[config.mk]
export PLATFORM = sky130hd
export DESIGN_NAME = sprite_line_fetch
export DESIGN_NICKNAME = d
export VERILOG_FILES = /design/src/rtl/sprite_pkg.sv /design/src/rtl/sat_hit_eval.sv /design/src/rtl/sprite_line_fetch.sv
export SDC_FILE = /design/constraint.sdc
export NUM_CORES = 1
export LEC_CHECK = 0
export CAP_MARGIN = 5
export CORE_MARGIN = 5
export CORE_UTILIZATION = 61
export CTS_CLUSTER_SIZE = 40
export DETAILED_ROUTE_END_ITERATION = 8
export DONT_BUFFER_PORTS = 1
export PLACE_DENSITY_LB_ADDON = 0.15
export SYNTH_ARGS = -nofsm -noshare
export SYNTH_HDL_FRONTEND = slang
export SYNTH_SLANG_ARGS = --single-unit
[constraint.sdc]
create_clock -name clk -period 5.2 [get_ports clk]
set_clock_uncertainty 0.15 [all_clocks]
set_input_delay 0.52 -clock clk [delete_from_list [all_inputs] [get_ports clk]]
set_output_delay 0.52 -clock clk [all_outputs]
set_load 0.02 [all_outputs]
[src/rtl/sprite_pkg.sv]
// Shared definitions for the scanline sprite fetcher: SAT word layout,
// fetcher FSM encoding, line limits and the sprite chain entry.
package sprite_pkg;

    // Sprite height in lines (power of 2, at most 16) and pushes per line.
    localparam int unsigned SPR_H    = 16;
    localparam int unsigned MAX_LINE = 8;

    // SAT word 0 fields
    localparam int unsigned W0_POSY_LSB = 0;   // 9 bits
    localparam int unsigned W0_POSX_LSB = 9;   // 9 bits
    localparam int unsigned W0_SCLX_LSB = 18;  // 4 bits
    localparam int unsigned W0_SWPX_BIT = 22;
    localparam int unsigned W0_EN_BIT   = 23;

    // SAT word 1 fields
    localparam int unsigned W1_BCOL1_LSB = 0;   // 5 bits each
    localparam int unsigned W1_BCOL2_LSB = 5;
    localparam int unsigned W1_BCOL3_LSB = 10;
    localparam int unsigned W1_BCOL4_LSB = 15;
    localparam int unsigned W1_PBASE_LSB = 20;  // 12 bits

    typedef enum logic [3:0] {
        StIdle,
        StClr,
        StA0,
        StW0,
        StE0,
        StA1,
        StW1,
        StE1,
        StAp,
        StWp,
        StEp,
        StPush,
        StNext,
        StDone
    } fetch_state_e;

    // One slot of the sprite shift chain.
    typedef struct packed {
        logic [8:0]  pos_x;
        logic [3:0]  scl_x;
        logic        swp_x;
        logic [4:0]  bcol1;
        logic [4:0]  bcol2;
        logic [4:0]  bcol3;
        logic [4:0]  bcol4;
        logic [31:0] colors;
    } chain_ent_t;

endpackage

[src/rtl/sat_hit_eval.sv]
// Decides whether a SAT entry (word 0) covers line i_ny and which sprite row it is.
module sat_hit_eval
    import sprite_pkg::*;
(
    input  logic [31:0] i_word0,
    input  logic [8:0]  i_ny,
    output logic        o_hit,
    output logic [3:0]  o_row
);

    logic [8:0] w_pos_y;
    logic [8:0] w_row9;
    logic       w_unused;

    // Row is taken modulo 512 so a sprite can straddle the top of the frame.
    always_comb begin
        w_pos_y = i_word0[W0_POSY_LSB +: 9];
        w_row9  = i_ny - w_pos_y;
        o_hit   = i_word0[W0_EN_BIT] && (32'(w_row9) < SPR_H);
        o_row   = w_row9[3:0];
    end

    assign w_unused = ^{i_word0[31:24], i_word0[22:9]};

endmodule

[src/rtl/sprite_line_fetch.sv]
// Per-scanline sprite evaluator: during hblank walks the SAT, picks up to
// MAX_LINE sprites for the next line and pushes them into the sprite chain.
module sprite_line_fetch
    import sprite_pkg::*;
#(
    parameter logic [15:0] SAT_BASE = 16'hF000,
    parameter int unsigned NUM_SPR  = 32,
    parameter int unsigned START_X  = 640,
    parameter int unsigned ACTIVE_H = 480,
    parameter int unsigned LAST_Y   = 524
) (
    input  logic        clk,
    input  logic        rst,
    input  logic [9:0]  CounterX,
    input  logic [8:0]  CounterY,
    input  logic [31:0] fromRAM,
    output logic [15:0] addr,
    output logic        clr,
    output logic        shift,
    output logic [8:0]  posX,
    output logic [3:0]  sclX,
    output logic        swpX,
    output logic [4:0]  bcol1,
    output logic [4:0]  bcol2,
    output logic [4:0]  bcol3,
    output logic [4:0]  bcol4,
    output logic [31:0] colors,
    output logic        busy,
    output logic        overflow
);

    fetch_state_e r_state, w_next;
    logic [5:0]   r_idx;
    logic [3:0]   r_hits;
    logic [8:0]   r_ny;
    logic [3:0]   r_row;
    logic [11:0]  r_pbase;
    logic [15:0]  r_addr;
    logic         r_ovf;
    chain_ent_t   r_ent;

    logic [8:0]   w_ny;
    logic         w_trig;
    logic         w_hit;
    logic [3:0]   w_row;
    logic         w_last;
    logic         w_full;

    sat_hit_eval u_hit (
        .i_word0 (fromRAM),
        .i_ny    (r_ny),
        .o_hit   (w_hit),
        .o_row   (w_row)
    );

    // Next line number and scan trigger; LAST_Y compared at full width so a
    // value outside the 9-bit CounterY range never aliases onto a real line.
    always_comb begin
        if (32'(CounterY) == LAST_Y) w_ny = 9'd0;
        else                         w_ny = CounterY + 9'd1;
        w_trig = (CounterX == 10'(START_X)) && (32'(w_ny) < ACTIVE_H);
        w_last = (32'(r_idx) == NUM_SPR - 1);
        w_full = (32'(r_hits) == MAX_LINE);
    end

    // State register
    always_ff @(posedge clk) begin
        if (!rst) r_state <= StIdle;
        else      r_state <= w_next;
    end

    // Next-state logic; once the line is full, hits are evaluated but not fetched.
    always_comb begin
        w_next = r_state;
        unique case (r_state)
            StIdle:  if (w_trig) w_next = StClr;
            StClr:   w_next = StA0;
            StA0:    w_next = StW0;
            StW0:    w_next = StE0;
            StE0:    w_next = (w_hit && !w_full) ? StA1 : StNext;
            StA1:    w_next = StW1;
            StW1:    w_next = StE1;
            StE1:    w_next = StAp;
            StAp:    w_next = StWp;
            StWp:    w_next = StEp;
            StEp:    w_next = StPush;
            StPush:  w_next = StNext;
            StNext:  w_next = w_last ? StDone : StA0;
            StDone:  w_next = StIdle;
            default: w_next = StIdle;
        endcase
    end

    // Control outputs decoded from state
    always_comb begin
        clr   = (r_state == StClr);
        shift = (r_state == StPush);
        busy  = (r_state != StIdle);
    end

    // Datapath: RAM address, SAT index/hit counters and the slot being built.
    always_ff @(posedge clk) begin
        if (!rst) begin
            r_idx   <= '0;
            r_hits  <= '0;
            r_ny    <= '0;
            r_row   <= '0;
            r_pbase <= '0;
            r_addr  <= '0;
            r_ovf   <= 1'b0;
            r_ent   <= '0;
        end else begin
            case (r_state)
                StIdle: begin
                    if (w_trig) begin
                        r_ny <= w_ny;
                        if (w_ny == 9'd0) r_ovf <= 1'b0;
                    end
                end
                StClr: begin
                    r_idx  <= '0;
                    r_hits <= '0;
                end
                StA0: r_addr <= SAT_BASE + {9'd0, r_idx, 1'b0};
                StE0: begin
                    r_ent.pos_x <= fromRAM[W0_POSX_LSB +: 9];
                    r_ent.scl_x <= fromRAM[W0_SCLX_LSB +: 4];
                    r_ent.swp_x <= fromRAM[W0_SWPX_BIT];
                    r_row       <= w_row;
                    if (w_hit && w_full) r_ovf <= 1'b1;
                end
                StA1: r_addr <= SAT_BASE + {9'd0, r_idx, 1'b1};
                StE1: begin
                    r_ent.bcol1 <= fromRAM[W1_BCOL1_LSB +: 5];
                    r_ent.bcol2 <= fromRAM[W1_BCOL2_LSB +: 5];
                    r_ent.bcol3 <= fromRAM[W1_BCOL3_LSB +: 5];
                    r_ent.bcol4 <= fromRAM[W1_BCOL4_LSB +: 5];
                    r_pbase     <= fromRAM[W1_PBASE_LSB +: 12];
                end
                StAp:   r_addr <= {r_pbase, r_row};
                StEp:   r_ent.colors <= fromRAM;
                StPush: r_hits <= r_hits + 4'd1;
                StNext: if (!w_last) r_idx <= r_idx + 6'd1;
                default: ;
            endcase
        end
    end

    assign addr     = r_addr;
    assign overflow = r_ovf;
    assign posX     = r_ent.pos_x;
    assign sclX     = r_ent.scl_x;
    assign swpX     = r_ent.swp_x;
    assign bcol1    = r_ent.bcol1;
    assign bcol2    = r_ent.bcol2;
    assign bcol3    = r_ent.bcol3;
    assign bcol4    = r_ent.bcol4;
    assign colors   = r_ent.colors;

endmodule

# After elaboration in Yosys (flattened, before gate mapping)
# Cells that the tools add are included.
totals:
  ramBits: 0
  n_memories: 0
  wordCells: 70
  out_inout_bits: 86
  in_bits: 53
  mem_bits_ro: 0
  reg_bits: 122
  latch_bits: 0
classes:
  eq_ne: 19
  mul: 0
  addsub: 6
  bitwise: 0
  n_lt_le_gt_ge: 2
  n_div: 0
  n_reduce_logical: 15
  muxes: 12
  shift: 0
op_table:
  columns: ["cell", "count"]
  rows:
  - ["4-bit case mux with 13 select lines", 1]
  - ["16-bit case mux with 3 select lines", 1]
  - ["13-bit by 8-bit adder with 14-bit output (first input constant)", 2]
  - ["4-bit == test (second input constant)", 6]
  - ["4-bit by 3-bit == test with 1-bit output (second input constant)", 4]
  - ["4-bit 2-to-1 mux", 3]
  - ["6-bit case mux with 2 select lines", 1]
  - ["10-bit == test (second input constant)", 1]
  - ["9-bit by 1-bit adder with 9-bit output (second input constant)", 1]
  - ["9-bit zero test", 1]
  - ["9-bit by 5-bit < comparator with 1-bit output (second input constant)", 1]
  - ["9-bit < comparator (second input constant)", 1]
  - ["9-bit subtractor", 1]
  - ["4-bit by 2-bit == test with 1-bit output (second input constant)", 2]
  - ["2-bit inequality test (second input constant)", 4]
  - ["4-bit case mux with 2 select lines", 1]
  - ["6-bit by 1-bit adder with 6-bit output (second input constant)", 1]
  - ["6-bit by 5-bit == test with 1-bit output (second input constant)", 1]
  - ["6-bit 2-to-1 mux", 1]
  - ["2-bit nonzero test", 3]
  - ["4-bit by 1-bit adder with 4-bit output (second input constant)", 1]
  - ["4-bit by 1-bit == test with 1-bit output (second input constant)", 1]
  - ["1-bit logical AND", 4]
  - ["4-bit zero test", 1]
  - ["other kinds (7)", 10]

# Longest topological paths before layout
depth:
  ltp_word: 6
  mapped_depth: 9

# Cells and area by module
# A second synthesis with hierarchy kept.
hier_totals:
  cells_unflattened: 673
  hier_area_um2: 5474.0
by_module_without_submodules:
  columns: ["mod", "seq_area_each_um2", "area_per_inst_um2", "instances", "cells_per_inst"]
  rows:
  - ["sprite_line_fetch", 2442.3, 5043.6, 1, 613]
  - ["sat_hit_eval", 0.0, 430.4, 1, 60]

# Worst setup path before layout
# No wires, ideal clock.
synth_path:
  path_kind: "input-to-reg"
  from: "input port fromRAM[0]"
  to: "register r_state[3]"
  t_required_ns: 4.919
  slack_ns: 2.784
  setup_time_ns: 0.131
  stages: 8
  path_buffers: 0
  arrival_time_ns: 2.134
  cell_sequence: "ha_1 fa_1 nand2b_1 a211oi_1 o22ai_1 xnor2_1 o41ai_1 a21oi_1"
synth_via:
  elab_chain_cells: 6
synth_rtl:
  columns: ["element", "line_no", "text"]
  rows:
  - ["start: declaration", "sprite_line_fetch.sv:16", "input logic [31:0] fromRAM,"]
  - ["9-bit subtractor", "sat_hit_eval.sv:18", "w_row9 = i_ny - w_pos_y;"]
  - ["9-bit by 5-bit < comparator with 1-bit output", "sat_hit_eval.sv:19", "o_hit = i_word0[W0_EN_BIT] && (32'(w_row9) < SPR_H);"]
  - ["1-bit logical AND", "sat_hit_eval.sv:19", null]
  - ["1-bit logical AND", "sprite_line_fetch.sv:80", "StE0: w_next = (w_hit && !w_full) ? StA1 : StNext;"]
  - ["4-bit 2-to-1 mux", "sprite_line_fetch.sv:80", null]
  - ["4-bit case mux with 13 select lines", "sprite_line_fetch.sv:75", "unique case (r_state)"]
  - ["end signal: assignment", "sprite_line_fetch.sv:68", "if (!rst) r_state <= StIdle;"]
  - ["end signal: assignment", "sprite_line_fetch.sv:69", "else r_state <= w_next;"]
  - ["end: declaration", "sprite_line_fetch.sv:32", "fetch_state_e r_state, w_next;"]
# No other way between the ends.
# A chain may end at the register's enable or synchronous reset.

# Final worst setup path
layout_path:
  from: "register r_state[3]"
  to: "register r_addr[1], in the netlist addr[1]"
layout_via:
  elab_chain_cells: 2
  word_cells_on_any_way: 5
  classes_between: "eq/ne: 3; mux: 1; reduce/logical: 1"
layout_rtl:
  columns: ["element", "line_no", "text"]
  rows:
  - ["4-bit == test (tied with other cells)", "sprite_line_fetch.sv:113", "case (r_state)"]
  - ["16-bit case mux with 3 select lines or 3-bit nonzero test (tied branches)", null, null]
  - ["end signal: assignment", "sprite_line_fetch.sv:124", "StA0: r_addr <= SAT_BASE + {9'd0, r_idx, 1'b0};"]
  - ["end signal: assignment", "sprite_line_fetch.sv:132", "StA1: r_addr <= SAT_BASE + {9'd0, r_idx, 1'b1};"]
  - ["end signal: assignment", "sprite_line_fetch.sv:140", "StAp: r_addr <= {r_pbase, r_row};"]
  - ["end: declaration", "sprite_line_fetch.sv:38", "logic [15:0] r_addr;"]
# Parallel ways exist; a longest one is shown, timed or not.

==> metrics.txt <==
# TYPE chip_impl_metric gauge
chip_impl_metric{name="setup_violations",unit=""} 0
chip_impl_metric{name="layout_min_cycle_time",unit="ns"} 2.51
chip_impl_metric{name="grt_pass1_wl",unit="mm"} 22.8
chip_impl_metric{name="synth_adder_area_share",unit="%"} 3.41
chip_impl_metric{name="vdd_ir_drop_max",unit="mV"} 0.239
chip_impl_metric{name="critical_path.max_stage_delay",unit="ns"} 0.66
chip_impl_metric{name="seq_cells_post_synth",unit=""} 122
chip_impl_metric{name="hold_viol",unit=""} 0
chip_impl_metric{name="syn_nets",unit=""} 723
chip_impl_metric{name="final_nets",unit=""} 746
chip_impl_metric{name="initial_standard_cell_utilization_of_the_core",unit="%"} 62.0
chip_impl_metric{name="r2r_cells",unit=""} 5
chip_impl_metric{name="setup_total_negative_slack",unit="ns"} 0
chip_impl_metric{name="synth_seq_area_share",unit="%"} 45.6
chip_impl_metric{name="tightestPinTransition",unit="ns"} 1.01
chip_impl_info{name="worstReg2RegEnd",value="addr[1]"} 1
chip_impl_metric{name="post_synth_num_cell_types",unit=""} 59
chip_impl_metric{name="number_of_antenna_violations_at_the_first_check_in_global_routing",unit=""} 1
chip_impl_metric{name="synthMuxAreaShare",unit="%"} 1.68
chip_impl_metric{name="reg_to_reg_slack_setup",unit="ns"} 2.69
chip_impl_info{name="synthFlopType",value="sky130_fd_sc_hd__dfxtp_1"} 1
chip_impl_metric{name="viasPerCell",unit=""} 5.83
chip_impl_metric{name="achievable-frequency",unit="MHz"} 398
chip_impl_metric{name="port_buffers",unit=""} 0
chip_impl_metric{name="layout.core_utilization",unit="%"} 73.9
chip_impl_metric{name="critPathMaxFanout",unit=""} 17
chip_impl_info{name="r2r-start",value="r_state[3]"} 1
chip_impl_metric{name="mappedNetlistArea",unit="um^2"} 5360
chip_impl_info{name="path_cells",value="nor2b_1 -> nand2_1 -> o21ai_1 -> nor2_1 -> a311oi_1"} 1
chip_impl_metric{name="synthXorXnorAreaFrac",unit="%"} 2.78
chip_impl_metric{name="synthesis.area_per_instance",unit="um^2"} 8.17
chip_impl_metric{name="syn_to_final_growth",unit="%"} 19.1
chip_impl_metric{name="cp_data_required_time",unit="ns"} 5.47
chip_impl_metric{name="aggregate_global_route_resource_usage",unit="%"} 26.2
chip_impl_metric{name="tritoncts.num_buffers",unit=""} 17
chip_impl_metric{name="cts.sink_count",unit=""} 122
chip_impl_info{name="tritoncts",value="done"} 1
chip_impl_metric{name="h-tree-depth",unit=""} 4
chip_impl_metric{name="cts-root-to-sink-buffers",unit=""} 2
chip_impl_metric{name="dpl.hpwl",unit="mm"} 9.08
chip_impl_metric{name="pin_count",unit=""} 139
chip_impl_metric{name="num_rows",unit=""} 34
chip_impl_metric{name="die-width",unit="um"} 104
chip_impl_metric{name="drcViolationCount",unit=""} 0
chip_impl_metric{name="layout_cells_sized_above_1",unit="%"} 6.94
chip_impl_metric{name="final_antenna_net_count",unit=""} 0
chip_impl_metric{name="worstPathArrival",unit="ns"} 2.78
chip_impl_metric{name="wl",unit="mm"} 14.5
chip_impl_metric{name="complex_gate_fraction_of_the_synthesized_area",unit="%"} 19.1
chip_impl_metric{name="synthSimpleGateAreaFrac",unit="%"} 23.0
chip_impl_metric{name="post_synth_inst_count",unit=""} 656
chip_impl_metric{name="detailroute.via_count",unit=""} 4673
chip_impl_info{name="setup_repair_after_global_routing_missed_its_margin",value="false"} 1
chip_impl_metric{name="total_power_divided_by_cell_area",unit="nW/um^2"} 346
chip_impl_metric{name="avgRoutedWirePerCell",unit="um"} 18.1
chip_impl_metric{name="global_route.overflow_total",unit=""} 0
chip_impl_info{name="worst_setup_path_start_kind",value="register"} 1
chip_impl_metric{name="max_slew_margin",unit="%"} 32.1
chip_impl_metric{name="ys_warn_count",unit=""} 0
chip_impl_info{name="root_buffer",value="sky130_fd_sc_hd__clkbuf_8"} 1
chip_impl_metric{name="die-area",unit="um^2"} 10800
chip_impl_metric{name="synth-async-reset-ratio",unit="%"} 0
chip_impl_info{name="worstHoldStart",value="fromRAM[22]"} 1
chip_impl_info{name="largest_family_of_logic_cells_by_synthesized_area",value="simple AND/OR/NAND/NOR gates"} 1
chip_impl_metric{name="final-max-slew-violation-count",unit=""} 0
chip_impl_info{name="crit_path_top_delay_cell",value="sky130_fd_sc_hd__o21ai_1"} 1
chip_impl_metric{name="cts_setup_buffers",unit=""} 0
chip_impl_metric{name="grt_start_max_net_pins",unit=""} 38
chip_impl_metric{name="leakage_power",unit="uW"} 0.00228
chip_impl_metric{name="fin_crit_sh",unit="%"} 48.3
chip_impl_metric{name="drt-initial-drc-count",unit=""} 237
chip_impl_metric{name="routabilityCongestion",unit=""} 0.836
chip_impl_metric{name="first_global_vias",unit=""} 4504
chip_impl_metric{name="clk_pin_slew",unit="ns"} 0.06
chip_impl_metric{name="synth_edf_count",unit=""} 0
chip_impl_metric{name="dr.pass1.iters",unit=""} 5
chip_impl_info{name="status",value="complete, no violations"} 1
chip_impl_info{name="timing.setup.critical_path_class",value="reg2reg"} 1
chip_impl_metric{name="cap_viol_max_count",unit=""} 0
chip_impl_metric{name="worstSkewPairLatency",unit="ns"} 0.52
chip_impl_info{name="hold_end",value="r_pbase[2]"} 1
chip_impl_metric{name="hold_depth",unit=""} 2
chip_impl_metric{name="floorplan.core_area",unit="um^2"} 8640
chip_impl_metric{name="floorplan.die.height",unit="um"} 104
chip_impl_info{name="end_kind",value="register"} 1
chip_impl_info{name="type_of_the_most_critical_hold_path",value="in2reg"} 1
## cells in the mapped netlist, types with 9 or more instances
cell type | n | area [um^2]
sky130_fd_sc_hd__clkbuf_1 | 34 | 128
sky130_fd_sc_hd__inv_1 | 18 | 67.6
sky130_fd_sc_hd__a21boi_0 | 46 | 345
sky130_fd_sc_hd__dfxtp_1 | 122 | 2440
sky130_fd_sc_hd__a21oi_1 | 48 | 240
sky130_fd_sc_hd__mux2i_1 | 9 | 90.1
sky130_fd_sc_hd__nand2_1 | 187 | 702
sky130_fd_sc_hd__nand2b_1 | 10 | 62.6
sky130_fd_sc_hd__xnor2_1 | 10 | 87.6
sky130_fd_sc_hd__ha_1 | 13 | 163
sky130_fd_sc_hd__nor2_1 | 41 | 154
## routing by layer
metal	up-vias	routed length, um	global-route usage (%)
li1	2276	-	-
met5	-	0	0
met3	21	1170	9.33
met4	0	346	11.3
met2	180	7270	44.2
met1	2196	5680	29.7
## area by class of cell
class	instances	area (um^2)
Antenna cell	1	2.50
Clock buffer	18	418
Clock inverter	14	185
Fill cell	632	2250
Inverter	18	67.6
Multi-Input combinational cell	475	2690
Sequential cell	122	2440
Tap cell	108	135
Timing Repair Buffer	45	445
## cells by family after synthesis
| family | count (synthesis) |
|---|---|
| xor+xnor | 17 |
| buf+inv | 59 |
| mux | 9 |
| compound gates | 149 |
| simple gates | 286 |
| flops | 122 |
| fa+ha+maj | 14 |
## power breakdown
group / internal (uW) / switching (uW) / total [uW]
sequential: 935 / 0.0654 / 935
combinational: 41.7 / 41.3 / 83.0
clock: 742 / 451 / 1190
total: 1720 / 492 / 2210
## worst max-delay path by stage
stage | endpoint | depth (start not counted) | slack (ns) | start
floorplan | r_state[3] | 8 | 2.78 | fromRAM[0]
global placement | r_state[3] | 8 | 2.70 | fromRAM[0]
detailed placement | r_state[3] | 8 | 2.64 | fromRAM[0]
CTS | busy | 2 | 2.69 | r_state[1]
global route | addr[1] | 5 | 2.39 | r_state[3]
finish | addr[1] | 5 | 2.69 | r_state[3]
## worst max-delay path, delay by kind of cell (launching register included)
family | cells | cell delay (ns)
DFF | 1 | 0.65
AOI/OAI and AO/OA | 2 | 0.97
and+or+nand+nor | 3 | 0.65
## repair_timing
| item | in CTS | in global routing |
|---|---|---|
| gates resized for setup | 0 | 0 |
| hold endpoints to repair | 82 | 4 |
| hold buffers | 36 | 3 |
## cells in the final DEF, fill, tap and decap left out, types with 7 or more instances in the layout
cell,n
sky130_fd_sc_hd__o21ai_0,8
sky130_fd_sc_hd__mux2i_1,9
sky130_fd_sc_hd__a21oi_1,48
sky130_fd_sc_hd__nor2_1,40
sky130_fd_sc_hd__dfxtp_1,122
sky130_fd_sc_hd__inv_1,17
sky130_fd_sc_hd__dlygate4sd3_1,38
sky130_fd_sc_hd__xor2_1,7
sky130_fd_sc_hd__nand2b_1,10
sky130_fd_sc_hd__ha_1,13
sky130_fd_sc_hd__clkbuf_16,16
sky130_fd_sc_hd__nand3_1,8
sky130_fd_sc_hd__a21boi_0,46
sky130_fd_sc_hd__nand2_1,187
sky130_fd_sc_hd__xnor2_1,10
## state kept, by name (all words and copies together) (netlist names)
| signal | count |
|---|---|
| overflow | 1 |
| r_ny | 9 |
| r_state | 4 |
| r_pbase | 12 |
| r_idx | 6 |
| bcol1 | 5 |
| sclX | 4 |
| addr | 16 |
| bcol2 | 5 |
| colors | 32 |
| r_hits | 4 |
| bcol3 | 5 |
| swpX | 1 |
| bcol4 | 5 |
| posX | 9 |
| r_row | 4 |
## stage by stage
| stage | hold slack (ns) | area, um^2 | std cells | total power [uW] | setup slack (ns) |
|---|---|---|---|---|---|
| floorplan | 0.282 | 5360 | 656 | 998 | 2.78 |
| global route | 0.00297 | 6380 | 801 | 2280 | 2.39 |
| global placement | 0.295 | 5380 | 729 | 998 | 2.70 |
| CTS | 0.000140 | 6350 | 797 | 2210 | 2.69 |
| detailed placement | 0.296 | 5380 | 729 | 999 | 2.64 |
| finish | 0.00783 | 6380 | 801 | 2210 | 2.69 |
Power figures use the tool's default switching activity.
